### config.mk
export PLATFORM = sky130hd
export DESIGN_NAME = turn_sequencer
export DESIGN_NICKNAME = d
export VERILOG_FILES = /design/src/rtl/turn_pkg.sv /design/src/rtl/turn_sequencer_enc_edge_sync.sv /design/src/rtl/turn_sequencer.sv
export SDC_FILE = /design/constraint.sdc
export NUM_CORES = 1
export LEC_CHECK = 0
export BUFFER_PORTS_ARGS = -buffer_cell sky130_fd_sc_hd__buf_2
export CORE_ASPECT_RATIO = 1.4
export CORE_MARGIN = 1.5
export CORE_UTILIZATION = 50
export DETAILED_ROUTE_END_ITERATION = 10
export GPL_TIMING_DRIVEN = 0
export HOLD_SLACK_MARGIN = 0.03
export PLACE_DENSITY = 0.65
export SYNTH_ARGS = -nofsm -noshare
export SYNTH_HDL_FRONTEND = slang
export SYNTH_SLANG_ARGS = --single-unit
export TNS_END_PERCENT = 1
### constraint.sdc
create_clock -name clk -period 5.95 [get_ports clk]
set_clock_uncertainty 0.1 [all_clocks]
set_input_delay 1.19 -clock clk [delete_from_list [all_inputs] [get_ports clk]]
set_output_delay 1.19 -clock clk [all_outputs]
set_load 0.01 [all_outputs]
### src/rtl/turn_pkg.sv
// Shared types and constants for the turn sequencer: FSM state encoding,
// turn direction codes and H-bridge drive patterns.
package turn_pkg;

  typedef enum logic [2:0] {
    IDLE    = 3'd0,
    TURN    = 3'd1,
    OC_WAIT = 3'd2,
    DONE    = 3'd3,
    FAULT   = 3'd4
  } state_t;

  localparam logic [1:0] SHORT_RIGHT = 2'b01;
  localparam logic [1:0] SHORT_LEFT  = 2'b10;

  // IN[2:1] is wheel A, IN[4:3] is wheel B; per pair 01 fwd, 10 rev, 00 coast
  localparam logic [3:0] DRV_RIGHT = 4'b1001;
  localparam logic [3:0] DRV_LEFT  = 4'b0110;
  localparam logic [3:0] DRV_STOP  = 4'b0000;

  // Coast whichever wheel has already covered its tick target.
  function automatic logic [3:0] drive_mask(input logic [3:0] drv,
                                            input logic a_done,
                                            input logic b_done);
    return drv & {{2{~b_done}}, {2{~a_done}}};
  endfunction

endpackage

### src/rtl/turn_sequencer_enc_edge_sync.sv
// Encoder input conditioning: two-flop synchronizer on the raw pulse
// followed by a one-cycle rising-edge strobe.
module enc_edge_sync (
  input  logic clk,
  input  logic rst,
  input  logic raw,
  output logic rise
);

  logic [2:0] sr;

  // sr[1:0] resynchronize the raw pin, sr[2] holds the previous synced value
  always_ff @(posedge clk or posedge rst) begin
    if (rst) sr <= 3'b000;
    else     sr <= {sr[1:0], raw};
  end

  assign rise = sr[1] & ~sr[2];

endmodule

### src/rtl/turn_sequencer.sv
// Short pivot-turn sequencer: drives the H-bridge for an encoder-measured
// turn, pauses/retries on overcurrent and latches a fault on repeated OC.
// Optional stall watchdog enabled by defining TURN_WATCHDOG_EN.
module turn_sequencer
  import turn_pkg::*;
#(
  parameter int SHORT_TICKS  = 40,
  parameter int TICK_W       = 12,
  parameter int OC_PAUSE_CYC = 50000,
  parameter int MAX_RETRY    = 3,
  parameter int WDOG_CYC     = 2000000
) (
  input  logic       clk,
  input  logic       rst,
  input  logic       turn_start,
  input  logic [1:0] encoder_turn,
  input  logic       encA,
  input  logic       encB,
  input  logic       enA_OC,
  input  logic       enB_OC,
  output logic [4:1] IN,
  output logic       T_C,
  output logic       busy,
  output logic       fault
);

  localparam int PAUSE_W = $clog2(OC_PAUSE_CYC + 1);
  localparam int RETRY_W = $clog2(MAX_RETRY + 1);
  localparam logic [TICK_W-1:0]  TICK_TGT   = TICK_W'(SHORT_TICKS);
  localparam logic [PAUSE_W-1:0] PAUSE_LOAD = PAUSE_W'(OC_PAUSE_CYC - 1);
  localparam logic [RETRY_W-1:0] RETRY_MAX  = RETRY_W'(MAX_RETRY);

  state_t             state, state_nxt;
  logic               dir_right;
  logic [TICK_W-1:0]  cnt_a, cnt_b;
  logic [PAUSE_W-1:0] pause_cnt;
  logic [RETRY_W-1:0] retry_cnt;
  logic               tick_a, tick_b;
  logic               a_full, b_full, oc, counting;
  logic               start_turn, load_pause, inc_retry, wdog_hit;

  enc_edge_sync u_sync_a (.clk(clk), .rst(rst), .raw(encA), .rise(tick_a));
  enc_edge_sync u_sync_b (.clk(clk), .rst(rst), .raw(encB), .rise(tick_b));

  assign a_full   = (cnt_a == TICK_TGT);
  assign b_full   = (cnt_b == TICK_TGT);
  assign oc       = enA_OC | enB_OC;
  assign counting = (state == TURN) || (state == OC_WAIT);

`ifdef TURN_WATCHDOG_EN
  localparam int WDOG_W = $clog2(WDOG_CYC + 1);
  localparam logic [WDOG_W-1:0] WDOG_TGT = WDOG_W'(WDOG_CYC);
  logic [WDOG_W-1:0] wdog_cnt;

  // Cycles since the last tick while driving; held during the OC pause
  always_ff @(posedge clk or posedge rst) begin
    if (rst)                                       wdog_cnt <= '0;
    else if (start_turn)                           wdog_cnt <= '0;
    else if (state == TURN && (tick_a || tick_b))  wdog_cnt <= '0;
    else if (state == TURN && wdog_cnt != WDOG_TGT) wdog_cnt <= wdog_cnt + 1'b1;
  end

  assign wdog_hit = (wdog_cnt == WDOG_TGT);
`else
  assign wdog_hit = 1'b0;
`endif

  // State register
  always_ff @(posedge clk or posedge rst) begin
    if (rst) state <= IDLE;
    else     state <= state_nxt;
  end

  // Next-state logic; abort beats overcurrent beats completion
  always_comb begin
    state_nxt  = state;
    start_turn = 1'b0;
    load_pause = 1'b0;
    inc_retry  = 1'b0;
    case (state)
      IDLE: begin
        if (turn_start && (encoder_turn == SHORT_RIGHT || encoder_turn == SHORT_LEFT)) begin
          start_turn = 1'b1;
          state_nxt  = TURN;
        end
      end
      TURN: begin
        if (!turn_start) begin
          state_nxt = IDLE;
        end else if (oc) begin
          if (retry_cnt == RETRY_MAX) begin
            state_nxt = FAULT;
          end else begin
            inc_retry  = 1'b1;
            load_pause = 1'b1;
            state_nxt  = OC_WAIT;
          end
        end else if (wdog_hit) begin
          state_nxt = FAULT;
        end else if (a_full && b_full) begin
          state_nxt = DONE;
        end
      end
      OC_WAIT: begin
        if (!turn_start) begin
          state_nxt = IDLE;
        end else if (pause_cnt == '0) begin
          if (oc) load_pause = 1'b1;
          else    state_nxt  = TURN;
        end
      end
      DONE: begin
        if (!turn_start) state_nxt = IDLE;
      end
      FAULT: begin
        state_nxt = FAULT;
      end
      default: state_nxt = IDLE;
    endcase
  end

  // Direction latch and per-wheel saturating tick counters
  always_ff @(posedge clk or posedge rst) begin
    if (rst) begin
      dir_right <= 1'b0;
      cnt_a     <= '0;
      cnt_b     <= '0;
    end else if (start_turn) begin
      dir_right <= (encoder_turn == SHORT_RIGHT);
      cnt_a     <= '0;
      cnt_b     <= '0;
    end else if (counting) begin
      if (tick_a && !a_full) cnt_a <= cnt_a + 1'b1;
      if (tick_b && !b_full) cnt_b <= cnt_b + 1'b1;
    end
  end

  // Overcurrent pause timer and retry counter
  always_ff @(posedge clk or posedge rst) begin
    if (rst) begin
      pause_cnt <= '0;
      retry_cnt <= '0;
    end else begin
      if (load_pause)                               pause_cnt <= PAUSE_LOAD;
      else if (state == OC_WAIT && pause_cnt != '0) pause_cnt <= pause_cnt - 1'b1;
      if (start_turn)     retry_cnt <= '0;
      else if (inc_retry) retry_cnt <= retry_cnt + 1'b1;
    end
  end

  // Registered outputs, decoded from the current state
  always_ff @(posedge clk or posedge rst) begin
    if (rst) begin
      IN    <= DRV_STOP;
      T_C   <= 1'b0;
      busy  <= 1'b0;
      fault <= 1'b0;
    end else begin
      IN    <= (state == TURN) ? drive_mask(dir_right ? DRV_RIGHT : DRV_LEFT, a_full, b_full)
                               : DRV_STOP;
      T_C   <= (state == DONE);
      busy  <= counting;
      fault <= (state == FAULT);
    end
  end

endmodule
==> impl_metrics.tcl <==
set metrics [dict create \
    slew_headroom_pct 44.3 \
    clk_pin_slew_worst_paths_ps 60 \
    initialDrtViolationCount 127 \
    whs_ps 251 \
    leakage_nw 1.46 \
    num_rows 33 \
    drc_errors 0 \
    vdd_drop_max_mv 0.161 \
    grt_max_degree 35 \
    ctsResizeCount 0 \
    synth_top_area_cell "dfrtp_1" \
    ys_warn_count 0 \
    hold_viol 0 \
    gp_congestion 0.802 \
    ff2ff_path_depth 4 \
    power.density_nw_per_um2 354 \
    antenna_cells 0 \
    start_util_pct 51.9 \
    port_buffers 15 \
    antenna_found_initial 0 \
    grt_pass1_wl_um 11100 \
    synthCells 317 \
    gr-total-overflow 0 \
    period_minus_slack_ps 2680 \
    crit_type "in2reg" \
    fillers 526 \
    combPwrFrac_pct 25.7 \
    synth_nets 333 \
    r2r_setup_slack_ps 3480 \
    cts_setup_buffers 0 \
    grt_pass1_vias 2430 \
    synth_top_area_share_pct 48.2 \
    r2r-end "pause_cnt[12]" \
    root_buffer "clkbuf_8" \
    ant_nets 0 \
    die_y_um 95.6 \
    status "completed" \
    post_drt_wl_per_cell_um 15.6 \
    h-tree-depth 3 \
    dr.pass1.iters 6 \
    slew_violations 0 \
    cts_tree "built" \
    drive_gt1_share_pct 11.7 \
    cts_made_buffers 9 \
    tightest_slew_ps 827 \
    r2r-start "pause_cnt[2]" \
    cts_sinks 59 \
    p_sw_w 0.000396 \
    grt_usage_pct 21.3 \
    viasPerCell 6.05 \
    holdPathEnd "u_sync_a.sr[1]" \
    final-setup-viol-count 0 \
    p_seq_share_pct 43.2 \
    yosysUniqueCellTypes 43 \
    ys_seq_elements 59 \
    coreArea_um2 5900 \
    fmax_mhz 373 \
    die_area_um2 6610 \
    synth.area.top_cells "dfrtp_1 48%, a21oi_1 3.9%, or4_1 3.7%, or3_1 3.5%, o21ai_0 2.9%" \
    die_w_um 69.1 \
    worstSkewPairLatency_ps 330 \
    netSwitchingFraction_pct 32.4 \
    clockBufferDepth 2 \
    vias 2535 \
    arrival_ps 2800 \
    cp-end-kind "register" \
    clkPwrFrac_pct 31.1 \
    critPathMaxFanout 8 \
    internal_power_w 0.000827 \
    crit_required_ps 6070 \
    fin_crit_sh_pct 45.0 \
    io_pins 16 \
    avgSynthCellArea_um2 9.66 \
    hp-class "reg2reg" \
    ys_seq_area_share_pct 48.2 \
    dp.final_hpwl_um 4780 \
    hold-path-cell-count 0 \
    syn2layout_area_growth_pct 12.9 \
    rsz0062_at_grt "no" \
    max_cap_viol_count 0 \
    syn_area_um2 3060 \
    finalNetCount 360 \
    min_from "u_sync_a.sr[0]" \
    routed_wl_um 6520 \
    fin_tns_setup_ps 0 \
    hold_buffers 0 \
    cp-start-kind "input port" \
]
==> cell families after synthesis <==
logic type                 synth area share, %
and+or+nand+nor                           26.9
muxes                                     2.29
buffers and inverters                     4.05
DFF                                       48.2
adders and majority gates                 2.86
AOI/OAI and AO/OA                         14.2
xor gates and xnor gates                  1.43
==> area by class of cell <==
class	count	area, um2	area share (%)
Clock buffer	12	165	4.78
Tap cell	70	87.6	2.53
Buffer	16	71.3	2.06
Sequential cell	59	1480	42.7
Inverter	14	52.6	1.52
Clock inverter	4	47.5	1.38
Multi-Input combinational cell	228	1460	42.3
Timing Repair Buffer	16	95.1	2.75
==> cells in the final DEF, fill, tap and decap left out, types with 5 or more instances in the layout <==
master	n
nand4_1	13
clkbuf_8	12
nand2_1	18
mux2i_1	7
nor4_1	5
buf_2	18
o21ai_0	18
and3_1	6
nand2b_1	6
or3_1	17
nor3_1	6
inv_1	13
nor2_1	15
or4_1	15
ha_1	7
clkbuf_1	12
a21oi_1	24
o31ai_1	11
dfrtp_1	59
nand3_1	14
==> flip-flops by register name, summed over array words and instances (netlist names) <==
signal	cells
IN	4
T_C	1
busy	1
cnt_a	12
cnt_b	12
dir_right	1
fault	1
pause_cnt	16
retry_cnt	2
state	3
u_sync_a.sr	3
u_sync_b.sr	3
==> power groups by stage <==
stage	clock, W	combinational [W]	sequential, W
after detailed placement	0	0.000318	0.000536
after global routing	0.000405	0.000358	0.000541
after CTS	0.000387	0.000320	0.000529
final	0.000380	0.000314	0.000529
after global placement	0	0.000310	0.000533
after floorplan	0	0.000232	0.000529
==> metal layers <==
layer  wire (um)  share of wire (%)  global-route usage, %  up-vias
met3         187                2.9                   4.12       12
li1            -                  -                      -     1254
met4         144                2.2                   11.3        0
met1        2780                 43                   23.9     1216
met5           0                  0                      0        -
met2        3400                 52                   38.3       53
==> worst max-delay path: stages <==
cell and delay [ps]:
buf_2 130, nand2b_1 150, nor4_1 750, a41oi_1 340
o311ai_0 230
==> how the worst max path moves through the flow <==
stage                     slack, ps       start             to  cells past startpoint
after floorplan                3200         rst          IN[1]                      1
after global placement         2400         rst       cnt_a[3]                      2
after detailed placement       2950  turn_start   pause_cnt[1]                      5
after CTS                      3290  turn_start   pause_cnt[1]                      5
after global routing           3160  turn_start  pause_cnt[15]                      5
final                          3270  turn_start   pause_cnt[1]                      5
==> metrics by stage <==
step           utilization, %  setup slack [ps]  std cells  total power [W]  instance area [um2]
3_5_place_dp             54.9              2950        403         0.000854                 3240
2_1_floorplan               -              3200        317         0.000761                 3060
3_3_place_gp             54.6              2400        402         0.000843                 3220
6_report                 58.6              3270        419          0.00122                 3460
5_1_grt                  58.6              3160        419          0.00130                 3460
4_1_cts                  58.6              3290        419          0.00124                 3460
==> cells in the mapped netlist (all sizes together) <==
library cell and count:
or4b 1, a211o 2, or3 17, a41oi 1, clkbuf 12, nand3b 1, dfrtp 59, o211ai 3
nor3b 2, and4 4, xor2 1, nand2b 6, a21oi 24, nor2 15, and3 6, nand4 13
nand2 18, or3b 1, nor3 6, o21a 1, or4 15, o311ai 2, o31ai 11, nor4bb 1
a41o 1, or4bb 1, nor2b 3, or2 3, a211oi 2, and2 1, xnor2 4, nor4 5
nor4b 3, inv 14, nand3 14, ha 7, o32ai 1, mux2i 7, o21ai 18, nand4b 3
o41ai 4, buf 4
Power figures use the tool's default switching activity.
